**config.mk**
```make
export PLATFORM = sky130hd
export DESIGN_NAME = ifm_bank_load_ctrl_flat
export DESIGN_NICKNAME = d
export VERILOG_FILES = /design/src/rtl/ifm_bank_load_ctrl_pkg.sv /design/src/rtl/ifm_bank_load_ctrl_if.sv /design/src/rtl/ifm_bank_load_ctrl.sv /design/src/flat_wrapper.sv
export SDC_FILE = /design/constraint.sdc
export NUM_CORES = 1
export LEC_CHECK = 0
export ABC_AREA = 1
export CORE_AREA = 2 2 169 171
export CTS_CLUSTER_SIZE = 30
export DETAILED_ROUTE_END_ITERATION = 12
export DIE_AREA = 0 0 171 173
export PLACE_DENSITY = 0.7
export SLEW_MARGIN = 40
export SYNTH_ARGS = -nofsm -noshare
export SYNTH_HDL_FRONTEND = slang
export SYNTH_SLANG_ARGS = --single-unit
export TNS_END_PERCENT = 30
```
**constraint.sdc**
```tcl
create_clock -name clk -period 2.4 [get_ports clk]
set_input_delay 0.48 -clock clk [delete_from_list [all_inputs] [get_ports clk]]
set_output_delay 0.48 -clock clk [all_outputs]
set_load 0.02 [all_outputs]
```
**src/rtl/ifm_bank_load_ctrl_pkg.sv**
```systemverilog
// Shared constants and state encoding for the IFM bank load sequencer.
// LOAD_CHECKSUM_EN (optional) adds an XOR checksum of the written words.
package layer_load_pkg;

    localparam int NUM_BANKS      = 16;
    localparam int WORDS_PER_BANK = 128;
    localparam int ADDR_W         = 9;
    localparam int DATA_W         = 128;
    localparam int BIAS_W         = 16;
    localparam int NUM_BIAS       = 4;
    localparam int IFM_WORDS      = NUM_BANKS * WORDS_PER_BANK;

    typedef enum logic [1:0] {
        ST_IDLE  = 2'd0,
        ST_FILL  = 2'd1,
        ST_START = 2'd2,
        ST_RUN   = 2'd3
    } load_state_e;

endpackage

```
**src/rtl/ifm_bank_load_ctrl_if.sv**
```systemverilog
// Stream, BRAM write port and layer control bundle for ifm_bank_load_ctrl.
// oChecksum exists only when LOAD_CHECKSUM_EN is defined.
interface ifm_bank_load_ctrl_if import layer_load_pkg::*; ();

    logic                         iLoadReq;
    logic [NUM_BIAS*BIAS_W-1:0]   iBias;
    logic                         iAbort;
    logic [DATA_W-1:0]            iData;
    logic                         iValid;
    logic                         oReady;
    logic [NUM_BANKS-1:0]         o_ena;
    logic [NUM_BANKS-1:0]         o_wea;
    logic [ADDR_W-1:0]            o_addra;
    logic [DATA_W-1:0]            o_dia;
    logic [NUM_BIAS*BIAS_W-1:0]   oBias;
    logic                         oStart;
    logic                         iLayerDone;
    logic                         oBusy;
`ifdef LOAD_CHECKSUM_EN
    logic [DATA_W-1:0]            oChecksum;
`endif

    modport master (
`ifdef LOAD_CHECKSUM_EN
        input  oChecksum,
`endif
        output iLoadReq, iBias, iAbort, iData, iValid, iLayerDone,
        input  oReady, o_ena, o_wea, o_addra, o_dia, oBias, oStart, oBusy
    );

    modport slave (
`ifdef LOAD_CHECKSUM_EN
        output oChecksum,
`endif
        input  iLoadReq, iBias, iAbort, iData, iValid, iLayerDone,
        output oReady, o_ena, o_wea, o_addra, o_dia, oBias, oStart, oBusy
    );

endinterface

```
**src/rtl/ifm_bank_load_ctrl.sv**
```systemverilog
// Fills the layer's IFM banks bank-major from a valid/ready stream, then starts the layer.
// LOAD_CHECKSUM_EN adds oChecksum, the XOR of every word written in the current fill.
module ifm_bank_load_ctrl import layer_load_pkg::*; (
    input  logic                 clk,
    input  logic                 rstn,
    ifm_bank_load_ctrl_if.slave  bus
);

    load_state_e                r_state;
    logic [NUM_BANKS-1:0]       r_bank_oh;
    logic [ADDR_W-1:0]          r_word;
    logic [NUM_BANKS-1:0]       r_ena;
    logic [ADDR_W-1:0]          r_addra;
    logic [DATA_W-1:0]          r_dia;
    logic [NUM_BIAS*BIAS_W-1:0] r_bias;
    logic                       r_ready;
    logic                       r_start;
    logic                       r_busy;

    logic w_hs;
    logic w_last_word;
    logic w_last_bank;

    assign w_hs        = bus.iValid & r_ready;
    assign w_last_word = (r_word == ADDR_W'(WORDS_PER_BANK - 1));
    assign w_last_bank = r_bank_oh[NUM_BANKS-1];

    always_ff @(posedge clk or negedge rstn) begin
        if (!rstn) begin
            r_state   <= ST_IDLE;
            r_bank_oh <= '0;
            r_word    <= '0;
            r_ena     <= '0;
            r_addra   <= '0;
            r_dia     <= '0;
            r_bias    <= '0;
            r_ready   <= 1'b0;
            r_start   <= 1'b0;
            r_busy    <= 1'b0;
        end else begin
            r_ena   <= '0;
            r_start <= 1'b0;
            case (r_state)
                ST_IDLE: begin
                    if (bus.iLoadReq) begin
                        r_state   <= ST_FILL;
                        r_bias    <= bus.iBias;
                        r_bank_oh <= NUM_BANKS'(1);
                        r_word    <= '0;
                        r_ready   <= 1'b1;
                        r_busy    <= 1'b1;
                    end
                end
                ST_FILL: begin
                    if (bus.iAbort) begin
                        r_state <= ST_IDLE;
                        r_ready <= 1'b0;
                        r_busy  <= 1'b0;
                    end else if (w_hs) begin
                        r_ena   <= r_bank_oh;
                        r_addra <= r_word;
                        r_dia   <= bus.iData;
                        // The final word goes straight to START so the start pulse
                        // lines up with the last write strobe; counters never wrap.
                        if (w_last_word && w_last_bank) begin
                            r_state <= ST_START;
                            r_ready <= 1'b0;
                            r_start <= 1'b1;
                        end else if (w_last_word) begin
                            r_word    <= '0;
                            r_bank_oh <= r_bank_oh << 1;
                        end else begin
                            r_word <= r_word + 1'b1;
                        end
                    end
                end
                ST_START: begin
                    r_state <= ST_RUN;
                end
                ST_RUN: begin
                    if (bus.iLayerDone) begin
                        r_state <= ST_IDLE;
                        r_busy  <= 1'b0;
                    end
                end
                default: begin
                    r_state <= ST_IDLE;
                    r_ready <= 1'b0;
                    r_busy  <= 1'b0;
                end
            endcase
        end
    end

    assign bus.oReady  = r_ready;
    assign bus.o_ena   = r_ena;
    assign bus.o_wea   = r_ena;
    assign bus.o_addra = r_addra;
    assign bus.o_dia   = r_dia;
    assign bus.oBias   = r_bias;
    assign bus.oStart  = r_start;
    assign bus.oBusy   = r_busy;

`ifdef LOAD_CHECKSUM_EN
    logic [DATA_W-1:0] r_checksum;

    always_ff @(posedge clk or negedge rstn) begin
        if (!rstn) begin
            r_checksum <= '0;
        end else if (r_state == ST_IDLE && bus.iLoadReq) begin
            r_checksum <= '0;
        end else if (r_state == ST_FILL && !bus.iAbort && w_hs) begin
            r_checksum <= r_checksum ^ bus.iData;
        end
    end

    assign bus.oChecksum = r_checksum;
`endif

endmodule
```
**src/flat_wrapper.sv**
```systemverilog
// flat-port wrapper written by rule: the top's interface ports become plain ports
module ifm_bank_load_ctrl_flat import layer_load_pkg::*;
  (clk, rstn, bus_iLoadReq, bus_iBias, bus_iAbort, bus_iData, bus_iValid, bus_iLayerDone, bus_oReady, bus_o_ena, bus_o_wea, bus_o_addra, bus_o_dia, bus_oBias, bus_oStart, bus_oBusy);
  ifm_bank_load_ctrl_if bus_i ();
  input  logic clk;
  input  logic rstn;
  input wire logic [$bits(bus_i.iLoadReq)-1:0] bus_iLoadReq;
  input wire logic [$bits(bus_i.iBias)-1:0] bus_iBias;
  input wire logic [$bits(bus_i.iAbort)-1:0] bus_iAbort;
  input wire logic [$bits(bus_i.iData)-1:0] bus_iData;
  input wire logic [$bits(bus_i.iValid)-1:0] bus_iValid;
  input wire logic [$bits(bus_i.iLayerDone)-1:0] bus_iLayerDone;
  output wire logic [$bits(bus_i.oReady)-1:0] bus_oReady;
  output wire logic [$bits(bus_i.o_ena)-1:0] bus_o_ena;
  output wire logic [$bits(bus_i.o_wea)-1:0] bus_o_wea;
  output wire logic [$bits(bus_i.o_addra)-1:0] bus_o_addra;
  output wire logic [$bits(bus_i.o_dia)-1:0] bus_o_dia;
  output wire logic [$bits(bus_i.oBias)-1:0] bus_oBias;
  output wire logic [$bits(bus_i.oStart)-1:0] bus_oStart;
  output wire logic [$bits(bus_i.oBusy)-1:0] bus_oBusy;
  assign bus_i.iLoadReq = bus_iLoadReq;
  assign bus_i.iBias = bus_iBias;
  assign bus_i.iAbort = bus_iAbort;
  assign bus_i.iData = bus_iData;
  assign bus_i.iValid = bus_iValid;
  assign bus_i.iLayerDone = bus_iLayerDone;
  assign bus_oReady = bus_i.oReady;
  assign bus_o_ena = bus_i.o_ena;
  assign bus_o_wea = bus_i.o_wea;
  assign bus_o_addra = bus_i.o_addra;
  assign bus_o_dia = bus_i.o_dia;
  assign bus_oBias = bus_i.oBias;
  assign bus_oStart = bus_i.oStart;
  assign bus_oBusy = bus_i.oBusy;
  ifm_bank_load_ctrl u_core (.clk(clk), .rstn(rstn), .bus(bus_i));
endmodule
```
==> impl_metrics.env <==
export IMPL_timing_final_ws_setup_ps=327
export IMPL_peakVddDrop_v=0.000793
export IMPL_critPathKind="reg -> out"
export IMPL_insertion_delay_ps=530
export IMPL_synth_top_cell_by_area="dfrtp_1"
export IMPL_timing_critical_path_buf_inv=1
export IMPL_cts_htree_levels=1
export IMPL_rows=61
export IMPL_ctsHoldBuffers=1
export IMPL_fin_area_mm2=0.0156
export IMPL_final_nets=1342
export IMPL_die_x_um=171
export IMPL_drc=0
export IMPL_finalSetupTns_ps=0
export IMPL_p_sw_share_pct=34.6
export IMPL_dp_slack_ps=172
export IMPL_syn_area_per_cell_um2=14.1
export IMPL_p_sw_mw=7.21
export IMPL_worst_pin_slew_ps=400
export IMPL_drt_iter0_markers=301
export IMPL_syn_area_mm2=0.00991
export IMPL_finalCritPeriodShare_pct=86.4
export IMPL_fin_cells=1540
export IMPL_syn_nets=902
export IMPL_ios=434
export IMPL_pwr_density_cell_mw_per_mm2=1330
export IMPL_fmax_ghz=0.482
export IMPL_cts_buffers=28
export IMPL_clk_path_buf_depth=3
export IMPL_synthDistinctLibCells=28
export IMPL_slew_headroom_pct=73.3
export IMPL_skew_ps=10.4
export IMPL_cp_top_family="buffers and inverters"
export IMPL_maxCapViolCount=0
export IMPL_dieArea_mm2=0.0296
export IMPL_dpl_cell_area_mm2=0.0147
export IMPL_via_per_inst=4.60
export IMPL_cts_tree="yes"
export IMPL_cts_setup_buffers=0
export IMPL_cp_end_kind="output pin"
export IMPL_netlist_instances=703
export IMPL_grt_use_total_pct=18.5
export IMPL_min_path_type="in -> async"
export IMPL_start_kind="flip-flop"
export IMPL_area_delta_synth_final_pct=57.8
export IMPL_p_int_mw=13.6
export IMPL_design_core_area_mm2=0.0276
export IMPL_clock_sinks=247
export IMPL_vias=7081
export IMPL_io_buffers=433
export IMPL_grt_ovfl_total=0
export IMPL_synth_top_area_share_pct=62.4
export IMPL_clk_pin_slew_ps=60
export IMPL_initial_core_util_pct=35.9
export IMPL_grt_max_degree=56
export IMPL_cts_root_buffer="clkbuf_16"
export IMPL_cp_cell_sequence="clkdlybuf4s50_1"
export IMPL_drive_above_1_share_pct=23.4
export IMPL_combPwrFrac_pct=46.8
export IMPL_yosysWarnings=0
export IMPL_grt_pass1_wl_mm=43.2
export IMPL_status="completed"
export IMPL_final_antenna_net_count=0
export IMPL_rsz0062_at_grt="no"
export IMPL_synth_seq_cells=247
export IMPL_power_frac_clock_pct=20.0
export IMPL_cpPeakStageDelay_ps=680
export IMPL_first_pass_iters=4
export IMPL_antenna_found_initial=1
export IMPL_critPathArrivalTime_ps=1590
export IMPL_wl_per_cell_um=18.2
export IMPL_yosysSeqAreaShare_pct=62.4
export IMPL_grt_pass1_vias=7451
export IMPL_hold_viol=0
export IMPL_gp_congestion=0.753
export IMPL_crit_path_max_fanout=2
export IMPL_setup_viol_count_final=0
export IMPL_cts_resized_gates=0
export IMPL_power_leakage_nw=6.93
export IMPL_dp_hpwl_mm=20.6
export IMPL_pwr_share_seq_pct=33.2
export IMPL_dp_cells=1490
export IMPL_finalCriticalPeriod_ps=2070
export IMPL_required_ps=1920
export IMPL_slowest_stage="clkdlybuf4s50_1"
export IMPL_synth_area_leaders="dfrtp_1 62%, mux2_2 15%, mux2_4 8.8%, nand2_1 2.9%, buf_4 1.6%"
export IMPL_wl_mm=28.0
export IMPL_final_max_slew_violation_count=0
export IMPL_die_y_um=173
[logic make-up after synthesis]
logic type / count (synthesis) / share of synthesized area (%)
fa+ha+maj: 1 / 0.126
simple gates: 157 / 7.49
flops: 247 / 62.4
buf+inv: 83 / 4.67
mux: 194 / 24.2
compound gates: 21 / 1.10
[cell type report]
type	instances	area, um2
Fill cell	2341	12000
Sequential cell	247	6180
Timing Repair Buffer	457	4660
Multi-Input combinational cell	373	3280
Clock buffer	43	848
Tap cell	378	473
Inverter	36	135
Clock inverter	5	55.1
Antenna cell	1	2.50
[state kept, by name (all words and copies together) (netlist names), 9 cells and up, named ones only]
| signal | flops |
|---|---|
| u_core.bus.o_addra | 9 |
| u_core.r_word | 9 |
| u_core.r_bank_oh | 16 |
| u_core.bus.oBias | 64 |
| u_core.bus.o_dia | 128 |
| u_core.bus.o_ena | 16 |
[power groups by stage]
stage	sequential [mW]	clock, mW	combinational [mW]
4_1_cts	6.92	4.27	9.88
3_3_place_gp	6.91	0	9.71
5_1_grt	7.13	4.44	10.3
2_1_floorplan	8.92	0	3.04
3_5_place_dp	6.96	0	9.83
6_report	6.90	4.17	9.74
[cell usage after synthesis]
cell type	count
nand2_2	2
mux2_4	58
dfrtp_1	247
buf_2	16
nand3b_1	1
clkbuf_1	3
nor2_4	1
o21ai_2	1
nand2_1	77
or2_2	1
nand3_2	1
inv_1	36
buf_6	7
nand4_2	1
nand4_4	1
nor2_1	36
nand2_4	2
o21ai_1	7
nand3_1	7
nand3_4	1
nand4_1	23
nor2_2	1
buf_4	21
mux2_2	136
o21ai_0	13
nor3_1	1
and2_1	1
ha_1	1
[metrics by stage]
step                power, mW  util, %  hold slack [ps]
global placement         16.6     53.3              413
global route             21.9     56.6              477
floorplan                12.0        -              184
finish                   20.8     56.6              450
detailed placement       16.8     53.3              417
CTS                      21.1     56.6              431
[layer usage]
layer / wire [um] / GRT usage (%) / vias up
li1: - / - / 3237
met1: 10700 / 21.9 / 3505
met2: 14000 / 32.2 / 307
met3: 2840 / 6.43 / 32
met4: 451 / 4.34 / 0
met5: 0 / 0 / -
[layout by cell type, fill, tap and decap left out, types with 7 or more instances in the layout]
| cell | count |
|---|---|
| clkbuf_8 | 7 |
| nor2_1 | 36 |
| clkbuf_1 | 7 |
| nand4_1 | 23 |
| clkbuf_16 | 29 |
| dfrtp_1 | 247 |
| inv_1 | 36 |
| o21ai_1 | 7 |
| clkdlybuf4s50_1 | 432 |
| nand3_1 | 7 |
| mux2_2 | 136 |
| nand2_1 | 76 |
| buf_4 | 12 |
| buf_12 | 11 |
| o21ai_0 | 13 |
| mux2_4 | 58 |
[final timing paths]
check / slack [ps] / startpoint / endpoint / cells past startpoint
max in group asynchronous: 1210 / rstn / u_core.bus.o_dia[117] / 3
worst min register to register: 480 / u_core.bus.o_addra[6] / u_core.bus.o_addra[6] / 2
min in group clk: 480 / u_core.bus.o_addra[6] / u_core.bus.o_addra[6] / 2
worst max-delay path: 330 / u_core.bus.o_dia[119] / bus_o_dia[119] / 1
worst max register to register: 440 / u_core.r_word[1] / u_core.r_bank_oh[8] / 8
worst min-delay path: 450 / rstn / u_core.bus.oBias[2] / 2
Power figures use the tool's default switching activity.
